### src/rtl/reg_dump_reader_pkg.sv
// Shared definitions for the register-file dump reader: FSM state
// encodings and the index of the hard-wired zero register.
package reg_dump_reader_pkg;

  typedef enum logic [1:0] {
    ST_IDLE = 2'd0,
    ST_WAIT = 2'd1,
    ST_SEND = 2'd2,
    ST_DONE = 2'd3
  } state_t;

  // Index 31 is XZR: it always reads as zero, whatever the port returns.
  localparam logic [4:0] XZR_IDX = 5'd31;

endpackage

### src/rtl/reg_dump_reader_if.sv
// Bundle of control, register-file read port A and dump stream signals.
// master: the dump reader; slave: register file plus dump consumer.
interface reg_dump_reader_if;
  logic        Start;
  logic        Abort;
  logic [4:0]  RA;
  logic [63:0] BusA;
  logic [63:0] DumpData;
  logic [4:0]  DumpIdx;
  logic        DumpValid;
  logic        DumpReady;
  logic        Busy;
  logic        Done;

  modport master (
    input  Start, Abort, BusA, DumpReady,
    output RA, DumpData, DumpIdx, DumpValid, Busy, Done
  );

  modport slave (
    output Start, Abort, BusA, DumpReady,
    input  RA, DumpData, DumpIdx, DumpValid, Busy, Done
  );
endinterface

### src/rtl/reg_dump_reader.sv
// Walks register indices FIRST_REG..LAST_REG on read port A, holds each
// address READ_WAIT cycles, captures the data and streams it out with a
// valid/ready handshake. Abort drops the dump with no Done pulse.
//
// state | meaning
// IDLE  | waiting for Start
// WAIT  | RA driven, counting READ_WAIT cycles before capture
// SEND  | beat presented, waiting for DumpReady
// DONE  | one-cycle Done pulse after the last beat
module reg_dump_reader
  import reg_dump_reader_pkg::*;
#(
  parameter logic [4:0] FIRST_REG = 5'd0,
  parameter logic [4:0] LAST_REG  = 5'd31,
  parameter int         READ_WAIT = 1
) (
  input logic              Clk,
  input logic              Reset,
  reg_dump_reader_if.master bus
);

  // Capture fires on the last counted cycle in WAIT.
  localparam logic [2:0] LP_WAIT_LAST = 3'(READ_WAIT - 1);

  state_t      r_state;
  logic [2:0]  r_wait_cnt;
  logic [4:0]  r_ra;
  logic [63:0] r_dump_data;
  logic [4:0]  r_dump_idx;
  logic        r_dump_valid;
  logic        r_busy;
  logic        r_done;

  // Sequencer: state, address, capture registers and status flags.
  always_ff @(posedge Clk or posedge Reset) begin
    if (Reset) begin
      r_state      <= ST_IDLE;
      r_wait_cnt   <= 3'd0;
      r_ra         <= 5'd0;
      r_dump_data  <= 64'd0;
      r_dump_idx   <= 5'd0;
      r_dump_valid <= 1'b0;
      r_busy       <= 1'b0;
      r_done       <= 1'b0;
    end else begin
      r_done <= 1'b0;
      case (r_state)
        ST_IDLE: begin
          if (bus.Start && !bus.Abort) begin
            r_ra       <= FIRST_REG;
            r_wait_cnt <= 3'd0;
            r_busy     <= 1'b1;
            r_state    <= ST_WAIT;
          end
        end
        ST_WAIT: begin
          if (bus.Abort) begin
            r_busy  <= 1'b0;
            r_state <= ST_IDLE;
          end else if (r_wait_cnt == LP_WAIT_LAST) begin
            r_dump_data  <= (r_ra == XZR_IDX) ? 64'd0 : bus.BusA;
            r_dump_idx   <= r_ra;
            r_dump_valid <= 1'b1;
            r_wait_cnt   <= 3'd0;
            r_state      <= ST_SEND;
          end else begin
            r_wait_cnt <= r_wait_cnt + 3'd1;
          end
        end
        ST_SEND: begin
          // Abort wins; a beat accepted on the same edge is already gone.
          if (bus.Abort) begin
            r_dump_valid <= 1'b0;
            r_busy       <= 1'b0;
            r_state      <= ST_IDLE;
          end else if (bus.DumpReady) begin
            r_dump_valid <= 1'b0;
            if (r_dump_idx == LAST_REG) begin
              r_done  <= 1'b1;
              r_state <= ST_DONE;
            end else begin
              r_ra       <= r_ra + 5'd1;
              r_wait_cnt <= 3'd0;
              r_state    <= ST_WAIT;
            end
          end
        end
        ST_DONE: begin
          r_busy  <= 1'b0;
          r_state <= ST_IDLE;
        end
        default: begin
          r_dump_valid <= 1'b0;
          r_busy       <= 1'b0;
          r_state      <= ST_IDLE;
        end
      endcase
    end
  end

  assign bus.RA        = r_ra;
  assign bus.DumpData  = r_dump_data;
  assign bus.DumpIdx   = r_dump_idx;
  assign bus.DumpValid = r_dump_valid;
  assign bus.Busy      = r_busy;
  assign bus.Done      = r_done;

endmodule

### src/flat_wrapper.sv
// flat-port wrapper written by rule: the top's interface ports become plain ports
module reg_dump_reader_flat import reg_dump_reader_pkg::*;
#(
  parameter logic [4:0] FIRST_REG = 5'd0,
  parameter logic [4:0] LAST_REG  = 5'd31,
  parameter int         READ_WAIT = 1
)
  (Clk, Reset, bus_Start, bus_Abort, bus_BusA, bus_DumpReady, bus_RA, bus_DumpData, bus_DumpIdx, bus_DumpValid, bus_Busy, bus_Done);
  reg_dump_reader_if bus_i ();
  input logic Clk;
  input logic Reset;
  input wire logic [$bits(bus_i.Start)-1:0] bus_Start;
  input wire logic [$bits(bus_i.Abort)-1:0] bus_Abort;
  input wire logic [$bits(bus_i.BusA)-1:0] bus_BusA;
  input wire logic [$bits(bus_i.DumpReady)-1:0] bus_DumpReady;
  output wire logic [$bits(bus_i.RA)-1:0] bus_RA;
  output wire logic [$bits(bus_i.DumpData)-1:0] bus_DumpData;
  output wire logic [$bits(bus_i.DumpIdx)-1:0] bus_DumpIdx;
  output wire logic [$bits(bus_i.DumpValid)-1:0] bus_DumpValid;
  output wire logic [$bits(bus_i.Busy)-1:0] bus_Busy;
  output wire logic [$bits(bus_i.Done)-1:0] bus_Done;
  assign bus_i.Start = bus_Start;
  assign bus_i.Abort = bus_Abort;
  assign bus_i.BusA = bus_BusA;
  assign bus_i.DumpReady = bus_DumpReady;
  assign bus_RA = bus_i.RA;
  assign bus_DumpData = bus_i.DumpData;
  assign bus_DumpIdx = bus_i.DumpIdx;
  assign bus_DumpValid = bus_i.DumpValid;
  assign bus_Busy = bus_i.Busy;
  assign bus_Done = bus_i.Done;
  reg_dump_reader #(.FIRST_REG(FIRST_REG), .LAST_REG(LAST_REG), .READ_WAIT(READ_WAIT)) u_core (.Clk(Clk), .Reset(Reset), .bus(bus_i));
endmodule
### config.mk
export PLATFORM = sky130hd
export DESIGN_NAME = reg_dump_reader_flat
export DESIGN_NICKNAME = d
export VERILOG_FILES = /design/src/rtl/reg_dump_reader_pkg.sv /design/src/rtl/reg_dump_reader_if.sv /design/src/rtl/reg_dump_reader.sv /design/src/flat_wrapper.sv
export SDC_FILE = /design/constraint.sdc
export NUM_CORES = 1
export LEC_CHECK = 0
export CORE_UTILIZATION = 40
export CTS_BUF_LIST = sky130_fd_sc_hd__clkbuf_8
export DETAILED_ROUTE_END_ITERATION = 12
export PLACE_DENSITY = 0.74
export REMOVE_ABC_BUFFERS = 1
export SYNTH_ARGS = -nofsm -noshare
export SYNTH_HDL_FRONTEND = slang
export SYNTH_SLANG_ARGS = --single-unit
export TNS_END_PERCENT = 30
### constraint.sdc
create_clock -name Clk -period 3.2 [get_ports Clk]
set_input_delay 0.64 -clock Clk [delete_from_list [all_inputs] [get_ports Clk]]
set_output_delay 0.64 -clock Clk [all_outputs]
set_load 0.01 [all_outputs]
==> impl_metrics.toml <==
[clock_tree]
post_cts.repair.setup_buffers = 0
max-clock-path-buffers = 2
cts_root_buffer = "clkbuf_8"
cts_buffers = 9
cts_resized = 0
clk_pin_slew_ns = 0.08
cts_tree = "done"
cts_sinks = 82
cts_hold_buf = 0
insertion_delay_ns = 0.35
htreeDepth = 3

[setup_path]
cp.arrival_ns = 2.30
worstRegToRegCells = 5
r2r-start = "u_core.bus.RA[0]"
critical_path_required_ns = 3.44
cp.buffers_inverters = 3
critical-path-top-delay-family = "buffers and inverters"
cp-start-kind = "input port"
rr_endpoint = "u_core.bus.DumpData[47]"
crit_fanout = 82
regToRegSetupSlack_ns = 1.16
crit_start = "bus_Abort"
worst_path_max_delay_cell = "clkdlybuf4s50_1"
path_cells = "clkdlybuf4s50_1, inv_1, nand3b_4, buf_12, mux2_4"
criticalPathCategory = "input port to flop"
critPathCaptureType = "flop"
cpPeakStageDelay_ns = 0.72

[yosys]
synth.most_common_cell = "dfrtp_1"
syn_avg_cell_area_um2 = 9.754
ys.flop_type = "dfrtp_1"
synthTopCellsByCount = "82 x dfrtp_1, 73 x nand2_1, 67 x o21ai_0, 66 x nand2b_1, 14 x clkbuf_1"
ys_types = 37
yosysWarnings = 0
synth_area_um2 = 3775
synth_top_cell_by_area = "dfrtp_1"
synth-async-reset-ratio_pct = 100.0
ys_ff_latch = 82
synth_seq_area_share_pct = 54.36
postSynthCellCount = 387
synth_edf_count = 0
synth_top_area_share_pct = 54.36
synth_area_leaders = "dfrtp_1 54%, nand2b_1 11%, o21ai_0 8.9%"

[die]
die_x_um = 99.15
row_count = 35
io_pins = 146
coreArea_um2 = 9196
die-height_um = 99.15
start_util_pct = 41.05
dieArea_um2 = 9830

[placed_design]
io_buffer_count = 145
place.gp.congestion = 0.8921
dp_hpwl_um = 6138

[global_route]
grt_antenna_before_repair = 0
grt_overflow = 0
grt_usage_pct = 17.78
grt_pass1_vias = 3013
grt_max_degree = 83
grt_pass1_wl_um = 13880

[detailed_routing]
routedWlPerCell_um = 13.23
dr.pass1.iters = 4
wirelength_um = 8439
drc_errors = 0
vias_per_cell = 4.868
vias = 3106
ant_nets = 0
drt_iter0_drc = 78

[cells_and_area]
fillCellCount = 797
area_growth_pct = 45.74
drive_gt1_share_pct = 5.693
antenna_cells = 0
nets = 600
post-route-util_pct = 59.82

[sta]
fin_worst_skew_ns = 0.009177
drv_slew = 0
setup_viol = 0
period_share_pct = 64.54
relSlewSlack_pct = 40.39
worst_pin_slew_ns = 0.8942
hold_viol_final = 0
tns_ns = 0
max_freq_mhz = 484.2
finalCriticalPeriod_ns = 2.065
rsz0062_at_grt = "no"

[status]
status = "finished, final reports clean"

[power_and_ir_drop]
leakage_nw = 2.447
ir_drop_v = 0.0003708
powerDensity_nw_per_um2 = 817.5

[min_path]
hold_class = "flop to flop"
whs_endpoint = "u_core.bus.DumpData[41]"
hold_depth = 2
holdCritStartpoint = "u_core.bus.DumpData[41]"

[job]
maxCapViolations = 0
==> flip-flops by register name, indices dropped and copies added, names as in the netlist <==
name                  flops
u_core.bus.DumpData      64
u_core.bus.DumpValid      1
u_core.bus.Busy           1
u_core.bus.Done           1
u_core.bus.DumpIdx        5
u_core.r_state            2
u_core.r_wait_cnt         3
u_core.bus.RA             5
==> cell type report <==
cell class              instances  area (um^2)  area share, %
flip-flops and latches         82         2052          37.30
multi-input cells             269         1539          27.97
repair buffers                150         1514          27.52
well taps                     111        138.9          2.524
clock buffers                   9        123.9          2.252
clock inverters                 6        91.34          1.660
inverters                      11        42.54         0.7733
==> logic make-up (layout without fill, tap and decap cells) <==
group           Yosys count  after routing  synth area share [%]
fa+ha+maj                 8              8                 2.652
flops                    82             82                 54.36
mux                       8              8                 2.552
buf+inv                  36            176                 4.938
compound gates           92             92                 13.29
simple gates            161            161                 22.21
==> worst max-delay path by stage <==
stage / depth (start not counted) / slack, ns / end
after floorplan: 1 / 0.45 / u_core.bus.Busy
after global placement: 5 / 0.83 / u_core.bus.DumpIdx[2]
after detailed placement: 5 / 0.79 / u_core.bus.DumpIdx[4]
after CTS: 5 / 1.12 / u_core.bus.DumpData[43]
after global routing: 5 / 0.96 / u_core.bus.DumpData[22]
final: 5 / 1.13 / u_core.bus.DumpIdx[4]
==> metal layers <==
metal | vias to the layer above | GRT usage, % | part of all wire (%)
met5 | - | 0 | 0
met4 | 0 | 6.109 | 1.5
met3 | 13 | 3.795 | 5.3
met2 | 90 | 32.01 | 51
met1 | 1456 | 21.11 | 42
li1 | 1547 | - | -
==> through the flow <==
step,instances,hold WS [ns],total power [mW],area (um^2),worst slack (ns)
detailed placement,623,0.4702,3.726,5286,0.7856
floorplan,362,0.4697,2.573,3630,0.4516
finish,638,0.4819,4.498,5502,1.135
global placement,623,0.4625,3.676,5286,0.8318
global route,638,0.5114,4.820,5502,0.9609
CTS,638,0.4901,4.548,5502,1.116
==> placed cells by master, fill, tap and decap left out, drive strengths merged, types with 2 or more instances in the layout <==
master | netlist | layout
a211oi | 2 | 2
a21oi | 8 | 8
buf | 10 | 5
bufinv | 0 | 2
clkbuf | 15 | 9
clkdlybuf4s50 | 0 | 145
clkinvlp | 0 | 3
dfrtp | 82 | 82
ha | 8 | 8
inv | 11 | 11
mux2 | 4 | 4
mux2i | 4 | 4
nand2 | 73 | 73
nand2b | 67 | 67
nand3 | 6 | 6
nand3b | 2 | 2
nand4 | 3 | 3
nand4b | 2 | 2
nor2 | 2 | 2
nor3 | 3 | 3
o21a | 2 | 2
o21ai | 72 | 72
o221ai | 2 | 2
==> report_power, final <==
group,internal [mW],switching (mW)
clock network,0.437,0.369
registers,1.46,0.260
logic,1.06,0.907
==> worst reg2reg max path: stages, from the launching register on <==
cell	delay (ns)
dfrtp_1	0.46
ha_1	0.23
and3_1	0.17
ha_2	0.77
nand2b_1	0.22
o21ai_0	0.07
Power figures use the tool's default switching activity.
